$ cat src/rtl/tqv_periph_hub.sv
`default_nettype none
// ============================================================================
//  Module   : tqv_periph_hub
//  Brief    : TinyQV peripheral interconnect. Decodes the peripheral address
//             into slots and gates strobes to the selected slot. Owns a
//             register slot for GPIO, pin function select, interrupt mask and
//             sticky error status. Reads go through a handshake FSM with a
//             timeout. Interrupts are masked and registered.
//  Revision : 1.0 - initial release
// ============================================================================
module tqv_periph_hub #(
  parameter int NUM_PERI       = 16,
  parameter int NUM_PINS       = 8,
  parameter int HUB_SLOT       = 1,
  parameter int UART_SLOT      = 2,
  parameter int TIMEOUT_CYCLES = 15
) (
  input  logic                         clock,
  input  logic                         reset,
  input  logic [NUM_PINS-1:0]          ui_in,
  output logic [NUM_PINS-1:0]          uo_out,
  input  logic [10:0]                  addr_in,
  input  logic [31:0]                  data_in,
  input  logic [1:0]                   data_write_n,
  input  logic [1:0]                   data_read_n,
  output logic [31:0]                  data_out,
  output logic                         data_ready,
  input  logic                         data_read_complete,
  output logic [5:0]                   peri_address,
  output logic [31:0]                  peri_data_in,
  output logic [2*NUM_PERI-1:0]        peri_write_n,
  output logic [2*NUM_PERI-1:0]        peri_read_n,
  input  logic [32*NUM_PERI-1:0]       peri_data_out,
  input  logic [NUM_PERI-1:0]          peri_data_ready,
  input  logic [NUM_PINS*NUM_PERI-1:0] peri_uo,
  input  logic [NUM_PERI-1:0]          peri_irq,
  output logic [NUM_PERI-1:0]          user_interrupts
);

  localparam int SEL_W = (NUM_PERI > 1) ? $clog2(NUM_PERI) : 1;
  localparam int CNT_W = (TIMEOUT_CYCLES > 1) ? $clog2(TIMEOUT_CYCLES) : 1;
  localparam logic [CNT_W-1:0] c_cnt_last   = CNT_W'(TIMEOUT_CYCLES - 1);
  localparam logic [4:0]       c_hub_slot   = 5'(HUB_SLOT);
  localparam logic [5:0]       c_off_gpio   = 6'h00;
  localparam logic [5:0]       c_off_ui     = 6'h04;
  localparam logic [5:0]       c_off_status = 6'h08;
  localparam logic [5:0]       c_off_mask   = 6'h0C;

  typedef enum logic [1:0] {
    S_IDLE = 2'd0,
    S_WAIT = 2'd1,
    S_HOLD = 2'd2
  } state_t;

  state_t                    r_state, w_state_next;
  logic [CNT_W-1:0]          r_cnt;
  logic [4:0]                r_wait_slot;
  logic [31:0]               r_data_out;
  logic [NUM_PINS-1:0]       r_gpio;
  logic [NUM_PERI-1:0]       r_irq_mask;
  logic [NUM_PERI-1:0]       r_user_irq;
  logic                      r_st_to, r_st_unm;
  logic [4:0]                r_st_slot;
  logic [NUM_PINS*SEL_W-1:0] w_sel_flat;

  logic [4:0]  w_slot;
  logic [5:0]  w_off;
  logic        w_is_hub, w_is_mapped, w_is_ext, w_rd_req, w_wr_req, w_hub_wr;
  logic        w_rd_phase;
  logic [31:0] w_peri_rdata, w_wait_rdata, w_hub_rdata, w_cap_data;
  logic        w_peri_ready, w_wait_ready;
  logic        w_cap_en, w_cnt_clr, w_cnt_inc, w_wait_ld, w_rd_to, w_rd_unm;
  logic        w_set_unm, w_st_w1c;

  assign w_slot      = addr_in[10:6];
  assign w_off       = addr_in[5:0];
  assign w_is_hub    = (w_slot == c_hub_slot);
  assign w_is_mapped = ({27'd0, w_slot} < 32'(NUM_PERI));
  assign w_is_ext    = w_is_mapped && !w_is_hub;
  assign w_rd_req    = (data_read_n != 2'b11);
  assign w_wr_req    = (data_write_n != 2'b11);
  assign w_hub_wr    = w_wr_req && w_is_hub;
  assign w_rd_phase  = (r_state == S_IDLE) || (r_state == S_WAIT);

  assign peri_address    = addr_in[5:0];
  assign peri_data_in    = data_in;
  assign data_out        = r_data_out;
  assign data_ready      = (r_state == S_HOLD) || w_wr_req;
  assign user_interrupts = r_user_irq;

  // The hub slot's pin drive is replaced by gpio_out and never looked at.
  logic w_unused;
  assign w_unused = &{1'b0, peri_uo[HUB_SLOT*NUM_PINS +: NUM_PINS]};

  // Per-slot strobe gating; the hub pair stays idle since w_is_ext excludes it.
  for (genvar s = 0; s < NUM_PERI; s++) begin : g_strobe
    logic w_sel;
    assign w_sel = !reset && w_is_ext && (w_slot == 5'(s));
    assign peri_write_n[2*s +: 2] = w_sel ? data_write_n : 2'b11;
    assign peri_read_n[2*s +: 2]  = (w_sel && w_rd_phase) ? data_read_n : 2'b11;
  end

  // Read data / ready of the addressed slot and of the slot being waited on.
  always_comb begin
    w_peri_rdata = '0;
    w_peri_ready = 1'b0;
    w_wait_rdata = '0;
    w_wait_ready = 1'b0;
    for (int s = 0; s < NUM_PERI; s++) begin
      if (w_slot == 5'(s)) begin
        w_peri_rdata = peri_data_out[32*s +: 32];
        w_peri_ready = peri_data_ready[s];
      end
      if (r_wait_slot == 5'(s)) begin
        w_wait_rdata = peri_data_out[32*s +: 32];
        w_wait_ready = peri_data_ready[s];
      end
    end
  end

  // Hub register read mux; unknown offsets read as zero.
  always_comb begin
    w_hub_rdata = '0;
    case (w_off)
      c_off_gpio:   w_hub_rdata[NUM_PINS-1:0] = r_gpio;
      c_off_ui:     w_hub_rdata[NUM_PINS-1:0] = ui_in;
      c_off_status: w_hub_rdata = {19'd0, r_st_slot, 6'd0, r_st_unm, r_st_to};
      c_off_mask:   w_hub_rdata[NUM_PERI-1:0] = r_irq_mask;
      default:      w_hub_rdata = '0;
    endcase
    for (int k = 0; k < NUM_PINS; k++) begin
      if (w_off == 6'(32 + 4*k)) w_hub_rdata[SEL_W-1:0] = w_sel_flat[k*SEL_W +: SEL_W];
    end
  end

  // Read handshake FSM: next state, capture and error flags.
  always_comb begin
    w_state_next = r_state;
    w_cap_en     = 1'b0;
    w_cap_data   = '0;
    w_cnt_clr    = 1'b0;
    w_cnt_inc    = 1'b0;
    w_wait_ld    = 1'b0;
    w_rd_to      = 1'b0;
    w_rd_unm     = 1'b0;
    case (r_state)
      S_IDLE: begin
        if (w_rd_req) begin
          if (w_is_hub) begin
            w_cap_en = 1'b1; w_cap_data = w_hub_rdata; w_state_next = S_HOLD;
          end else if (!w_is_mapped) begin
            w_cap_en = 1'b1; w_rd_unm = 1'b1; w_state_next = S_HOLD;
          end else if (w_peri_ready) begin
            w_cap_en = 1'b1; w_cap_data = w_peri_rdata; w_state_next = S_HOLD;
          end else begin
            w_cnt_clr = 1'b1; w_wait_ld = 1'b1; w_state_next = S_WAIT;
          end
        end
      end
      S_WAIT: begin
        if (!w_rd_req) begin
          w_state_next = S_IDLE;
        end else if (w_wait_ready) begin
          w_cap_en = 1'b1; w_cap_data = w_wait_rdata; w_state_next = S_HOLD;
        end else if (r_cnt == c_cnt_last) begin
          w_cap_en = 1'b1; w_cap_data = 32'hFFFF_FFFF; w_rd_to = 1'b1;
          w_state_next = S_HOLD;
        end else begin
          w_cnt_inc = 1'b1;
        end
      end
      S_HOLD: begin
        if (data_read_complete || !w_rd_req) w_state_next = S_IDLE;
      end
      default: w_state_next = S_IDLE;
    endcase
  end

  // FSM state, wait counter, waited slot and captured read data.
  always_ff @(posedge clock or posedge reset) begin
    if (reset) begin
      r_state     <= S_IDLE;
      r_cnt       <= '0;
      r_wait_slot <= '0;
      r_data_out  <= '0;
    end else begin
      r_state <= w_state_next;
      if (w_cnt_clr)      r_cnt <= '0;
      else if (w_cnt_inc) r_cnt <= r_cnt + 1'b1;
      if (w_wait_ld)      r_wait_slot <= w_slot;
      if (w_cap_en)       r_data_out  <= w_cap_data;
    end
  end

  assign w_set_unm = w_rd_unm || (w_wr_req && !w_is_mapped);
  assign w_st_w1c  = w_hub_wr && (w_off == c_off_status);

  // GPIO, mask and sticky status; a new error beats a same-cycle clear.
  always_ff @(posedge clock or posedge reset) begin
    if (reset) begin
      r_gpio     <= '0;
      r_irq_mask <= '0;
      r_st_to    <= 1'b0;
      r_st_unm   <= 1'b0;
      r_st_slot  <= '0;
    end else begin
      if (w_hub_wr && (w_off == c_off_gpio)) r_gpio     <= data_in[NUM_PINS-1:0];
      if (w_hub_wr && (w_off == c_off_mask)) r_irq_mask <= data_in[NUM_PERI-1:0];
      r_st_to  <= (r_st_to  && !(w_st_w1c && data_in[0])) || w_rd_to;
      r_st_unm <= (r_st_unm && !(w_st_w1c && data_in[1])) || w_set_unm;
      if (w_rd_to)        r_st_slot <= r_wait_slot;
      else if (w_set_unm) r_st_slot <= w_slot;
    end
  end

  // Masked interrupts, one cycle behind the request lines.
  always_ff @(posedge clock or posedge reset) begin
    if (reset) r_user_irq <= '0;
    else       r_user_irq <= peri_irq & r_irq_mask;
  end

  // Per-pin function select register and output mux.
  for (genvar k = 0; k < NUM_PINS; k++) begin : g_pin
    localparam logic [SEL_W-1:0] c_sel_rst = (k < 2) ? SEL_W'(UART_SLOT) : SEL_W'(HUB_SLOT);
    logic [SEL_W-1:0] r_sel;
    logic             w_pin;

    // Function select for this pin.
    always_ff @(posedge clock or posedge reset) begin
      if (reset)                                      r_sel <= c_sel_rst;
      else if (w_hub_wr && (w_off == 6'(32 + 4*k)))   r_sel <= data_in[SEL_W-1:0];
    end

    // Pick the pin driver; codes with no slot behind them drive 0.
    always_comb begin
      w_pin = 1'b0;
      for (int s = 0; s < NUM_PERI; s++) begin
        if (r_sel == SEL_W'(s)) w_pin = (s == HUB_SLOT) ? r_gpio[k] : peri_uo[s*NUM_PINS + k];
      end
    end

    assign uo_out[k] = w_pin;
    assign w_sel_flat[k*SEL_W +: SEL_W] = r_sel;
  end

endmodule
`default_nettype wire

$ cat config.mk
export PLATFORM = sky130hd
export DESIGN_NAME = tqv_periph_hub
export DESIGN_NICKNAME = d
export VERILOG_FILES = /design/src/rtl/tqv_periph_hub.sv
export SDC_FILE = /design/constraint.sdc
export NUM_CORES = 1
export LEC_CHECK = 0
export CELL_PAD_IN_SITES_DETAIL_PLACEMENT = 2
export CELL_PAD_IN_SITES_GLOBAL_PLACEMENT = 2
export CORE_AREA = 2 2 348 350
export DETAILED_ROUTE_END_ITERATION = 16
export DIE_AREA = 0 0 350 352
export PLACE_DENSITY_LB_ADDON = 0.12
export REMOVE_ABC_BUFFERS = 1
export SLEW_MARGIN = 40
export SYNTH_ARGS = -nofsm -noshare
export SYNTH_HDL_FRONTEND = slang
export SYNTH_SLANG_ARGS = --single-unit
$ cat constraint.sdc
create_clock -name clock -period 13.2 [get_ports clock]
set_input_delay 1.98 -clock clock [delete_from_list [all_inputs] [get_ports clock]]
set_output_delay 1.98 -clock clock [all_outputs]
set_load 0.005 [all_outputs]
* Word-level counts from Yosys, hierarchy flattened
Cells that the tools add are included.
** Storage, ports and cells
- Register bits after elaboration :: 122
- Input bits :: 730
** Cells by class
- Equality and inequality tests :: 169
- Mux-type cells :: 278
- Add/sub/neg operators :: 1
- Order comparisons :: 1
- Bitwise gates (word level) :: 1
- Reductions and logical operators :: 78
** Operators with widths (number)
- 32-bit two-way mux :: 38
- 4-bit equality test, second input constant :: 65
- 1-bit two-way mux :: 183
- 4-bit by 3-bit equality test with 1-bit output, second input constant :: 32
- 5-bit by 4-bit equality test with 1-bit output, second input constant :: 16
- 2-bit two-way mux :: 40
- 4-bit by 2-bit equality test with 1-bit output, second input constant :: 16
- 32-bit case mux with 2 select lines :: 1
- 1-bit logical AND :: 51
- 6-bit equality test, second input constant :: 8
- 5-bit by 3-bit equality test with 1-bit output, second input constant :: 8
- 4-bit two-way mux :: 10
- 4-bit by 1-bit equality test with 1-bit output, second input constant :: 8
- 4-bit logical NOT :: 8
- 8-bit case mux with 4 select lines :: 1
- 5-bit by 2-bit equality test with 1-bit output, second input constant :: 4
- 16-bit AND :: 1
- 8-bit case mux with 2 select lines :: 1
- 6-bit by 4-bit equality test with 1-bit output, second input constant :: 2
- 5-bit by 1-bit equality test with 1-bit output, second input constant :: 2
- 5-bit logical NOT :: 2
- 5-bit two-way mux :: 2
- 6-bit by 3-bit equality test with 1-bit output, second input constant :: 1
- 1-bit logical NOT :: 6
- 14 further kinds :: 22

* Longest topological paths before layout
- Depth after elaboration :: 23
- Gate-level depth with buffers :: 13
- Gate-level depth less buffers :: 9

* Worst setup path before layout
Ideal clock, no wire load.
- Path kind :: input to output
- From :: input port reset
- To :: output port peri_read_n[11]
- Stages :: 6
- Setup slack :: 5.703 ns
- Arrival :: 5.517 ns
- Required time :: 11.220 ns
- Cells stage by stage :: inv_1 nand2b_1 clkbuf_1 nor3_1 clkbuf_1 nand2_1
** Between the ends
- Longest elaborated chain between the ends :: 5
** RTL lines
- start, declared :: line 19 : input logic reset,
- 1-bit logical NOT (no line)
- 1-bit logical AND (2 in a row) :: line 98 : assign w_sel = !reset && w_is_ext && (w_slot == 5'(s));
- 1-bit logical AND :: line 100 : assign peri_read_n[2*s +: 2] = (w_sel && w_rd_phase) ? data_read_n : 2'b11;
- 2-bit two-way mux :: line 100
- end, declared :: line 32 : output logic [2*NUM_PERI-1:0] peri_read_n,
Every way passes these cells.

* Final worst setup path
- From :: input port addr_in[8]
- To :: output port peri_write_n[14]
** Between the ends
- Longest elaborated chain between the ends :: 6
** RTL lines
- start, declared :: line 22 : input logic [10:0] addr_in,
- parallel branches: the longest is 4 deep, another holds 5-bit < comparator
- 1-bit logical AND (*) :: line 98
- 2-bit two-way mux (*) :: line 99 : assign peri_write_n[2*s +: 2] = w_sel ? data_write_n : 2'b11;
- end, declared :: line 31 : output logic [2*NUM_PERI-1:0] peri_write_n,
Mark *: on every way between the ends.

==> impl_metrics.yaml <==
drt:
  detailroute.via_count: 24165
  remaining_drc_errors: 0
  wire_per_inst_um: 40.8
  routed_via_density: 5.35
  antenna_left: 0
  routed_wirelength_mm: 184
  drt_iter0_drc: 2303
  drt-pass1-iter-count: 6
global_routing:
  gr-total-overflow: 0
  grt_antenna_before_repair: 82
  grt_first_pass_wirelength_mm: 242
  first_global_vias: 26220
  maximum_number_of_pins_on_one_net_before_global_route_repair: 58
  grt.total_usage_pct: 28.9
run_status:
  run_status: "completed"
synth:
  ys_top_cells_by_count: "nand2_1 (249), a21oi_1 (199), nor2_1 (166), o21ai_0 (151), a22oi_1 (132)"
  synth_cell_type_count: 99
  post_synth_fa_ha_maj_area_fraction_pct: 0.154
  synth-main-ff-cell: "dfrtp_1"
  synth_largest_area_cell: "dfrtp_1"
  synth-compound-area-share_pct: 36.3
  multiplexer_area_fraction_after_synthesis_pct: 16.8
  yosys.area_share.simple_pct: 19.1
  synth_largest_type_area_fraction_pct: 17.5
  synth_xor_xnor_area_share_pct: 0.108
  number_of_instances_in_the_synthesized_netlist: 2142
  synth_seq_area_share_pct: 18.8
  yosysMostFrequentCell: "nand2_1"
  syn_avg_cell_area_um2: 7.61
  syn_area_mm2: 0.0163
  largest_family_of_logic_cells_by_synthesized_area: "compound AO/OA/AOI/OAI gates"
  synth-warning-count: 0
  post_synth_main_area_contributors: "dfrtp_1 (18%), a21oi_1 (6.1%), a22oi_1 (6.1%), mux4_2 (5.9%), mux2_2 (5.7%)"
  synth-edff-count: 0
  synth.ff_latch_count: 122
  asr_flop_ratio_synth_pct: 100
placed_design:
  placement.io_buffers: 844
  dp_hpwl_mm: 142
  dp_cells: 4448
  globalplace.congestion: 0.900
  placement.setup.worst_slack_ps: 5890
setup_path:
  cp-end-kind: "primary output"
  setup.worst_path.start: "addr_in[8]"
  crit_path_frequent_cell: "buf_4"
  worstPathArrival_ps: 5330
  worstPathCellList: "clkdlybuf4s50_1 -> buf_4 -> or3b_1 -> buf_4 -> nor2_2 -> buf_4 -> nand2_1 -> clkdlybuf4s50_1"
  timing.critical_path.fanout_max: 28
  r2r_start: "r_wait_slot[1]"
  critPathLaunchType: "input port"
  critical_path_required_ps: 11220
  setup.worst_path.class: "in -> out"
  crit_path_max_incr_delay_ps: 770
  critPathSlowestCell: "or3b_1"
floorplan:
  design.die.area_mm2: 0.123
  die_width_um: 350
  count_of_boundary_i_o_pins: 889
  die_h_um: 352
  std_cell_rows: 127
  core_region_area_mm2: 0.119
  initial_core_util_pct: 13.7
sta:
  hold_slack_ps: 488
  period_share_pct: 55.4
  worst_pin_slew_ps: 999
  max_clock_freq_ghz: 0.137
  skew_ps: 33.2
  timing_max_transition_violations_final: 0
  rsz0062_at_grt: "false"
  post_layout_worst_setup_margin_ps: 5890
  report.final.setup_viol: 0
  finalSetupTns_ps: 0
  finalCriticalPeriod_ps: 7310
  maxSlewHeadroom_pct: 33.2
  final_hold_violation_count: 0
cts:
  cts.hold.buffers_added: 0
  cts_sinks: 122
  root_buffer: "clkbuf_16"
  cts-root-to-sink-buffers: 2
  clkSlewWorstSetupHoldPaths_ps: 60
  cts_buffers: 17
  htreeDepth: 4
  tritoncts: "built"
  clock_latency_ps: 510
  post-cts-setup-buffer-count: 0
  cts.repair.resized: 0
power_and_ir_drop:
  pwr-share-clk_pct: 14.4
  worst_ir_drop_vdd_mv: 0.144
  sequential_share_of_power_pct: 15.1
  switching_power_mw: 2.01
  switching_share_of_power_pct: 56.0
  pwr-share-comb_pct: 70.5
  design_power_total_mw: 3.59
  leakage_nw: 9.58
  p_int_mw: 1.58
  power-per-cell-area_mw_per_mm2: 132
worst_hold_path:
  worst_hold_startpoint: "r_st_unm"
  hold_class: "reg -> reg"
final_layout:
  drive_gt1_share_pct: 12.1
  final_cell_count_no_fill: 4516
  area_growth_from_synthesis_to_final_layout_pct: 67.0
  finalNetCount: 3587
job:
  maxCapViolCount: 0
-- cell type report --
| cell class | count | area, µm² |
|---|---|---|
| clock buffer | 18 | 439 |
| antenna | 36 | 90.1 |
| clock inverter | 14 | 135 |
| tap | 1612 | 2020 |
| fill | 13642 | 92100 |
| multi-input combinational | 1747 | 12000 |
| sequential | 122 | 3070 |
| inverter | 25 | 98.8 |
| timing repair buffer | 942 | 9310 |
-- registers in the layout (all words and copies together), names as in the netlist --
register,count
data_out,32
user_interrupts,16
r_irq_mask,16
r_st_unm,1
g_pin.r_sel,32
r_st_slot,5
r_st_to,1
r_cnt,4
r_wait_slot,5
r_state,2
r_gpio,8
-- per-layer routing --
layer / routed length [µm] / up-vias / global-route usage [%]
met5: 408 / - / 0
met1: 72100 / 12538 / 33.5
met3: 14400 / 400 / 7.60
met4: 8150 / 64 / 12.6
li1: - / 9735 / -
met2: 89300 / 1428 / 49.6
-- kinds of logic (layout without fill, tap and decap cells) --
logic type / after synthesis / after routing
xor+xnor: 2 / 2
simple gates: 656 / 656
buf+inv: 276 / 999
compound gates: 873 / 873
flops: 122 / 122
fa+ha+maj: 2 / 2
mux: 210 / 210
other cells: 1 / 40
-- through the flow --
step | area [µm²] | util (%)
floorplan | 15000 | -
global placement | 26300 | 22.0
detailed placement | 26500 | 22.2
CTS | 27100 | 22.7
global route | 27200 | 22.8
finish | 27200 | 22.8
-- cell usage in the layout (no fill, tap or decap), drive strengths merged, types with 70 or more instances in the layout --
cell type	netlist	final
a21oi	200	200
a22oi	132	132
buf	158	100
clkdlybuf4s50	0	842
dfrtp	114	114
mux2	83	83
mux2i	84	84
nand2	250	250
nor2	176	176
o21ai	161	161
o22ai	70	70
-- final timing paths --
kind                                       to  slack (ps)  cells after the start
max                          peri_write_n[14]        5890                      8
min                                  r_st_unm         490                      2
max reg2reg                       data_out[2]        8950                     11
min reg2reg                          r_st_unm         490                      2
max in group asynchronous      r_wait_slot[1]       10260                      3
min in group asynchronous  user_interrupts[2]        1910                      2
-- critical path, delay by kind of cell --
kind | cells | cell delay (ps)
buffers and inverters | 5 | 2140
and+or+nand+nor | 3 | 1140
-- power by group through the flow --
stage	Clock (mW)	Sequential [mW]	Combinational [mW]
3_3_place_gp	0	0.544	2.41
2_1_floorplan	0	0.557	0.968
3_5_place_dp	0	0.546	2.48
6_report	0.515	0.543	2.53
5_1_grt	0.543	0.550	2.60
4_1_cts	0.534	0.540	2.48
Note: power is estimated with default switching activity, not from simulation.
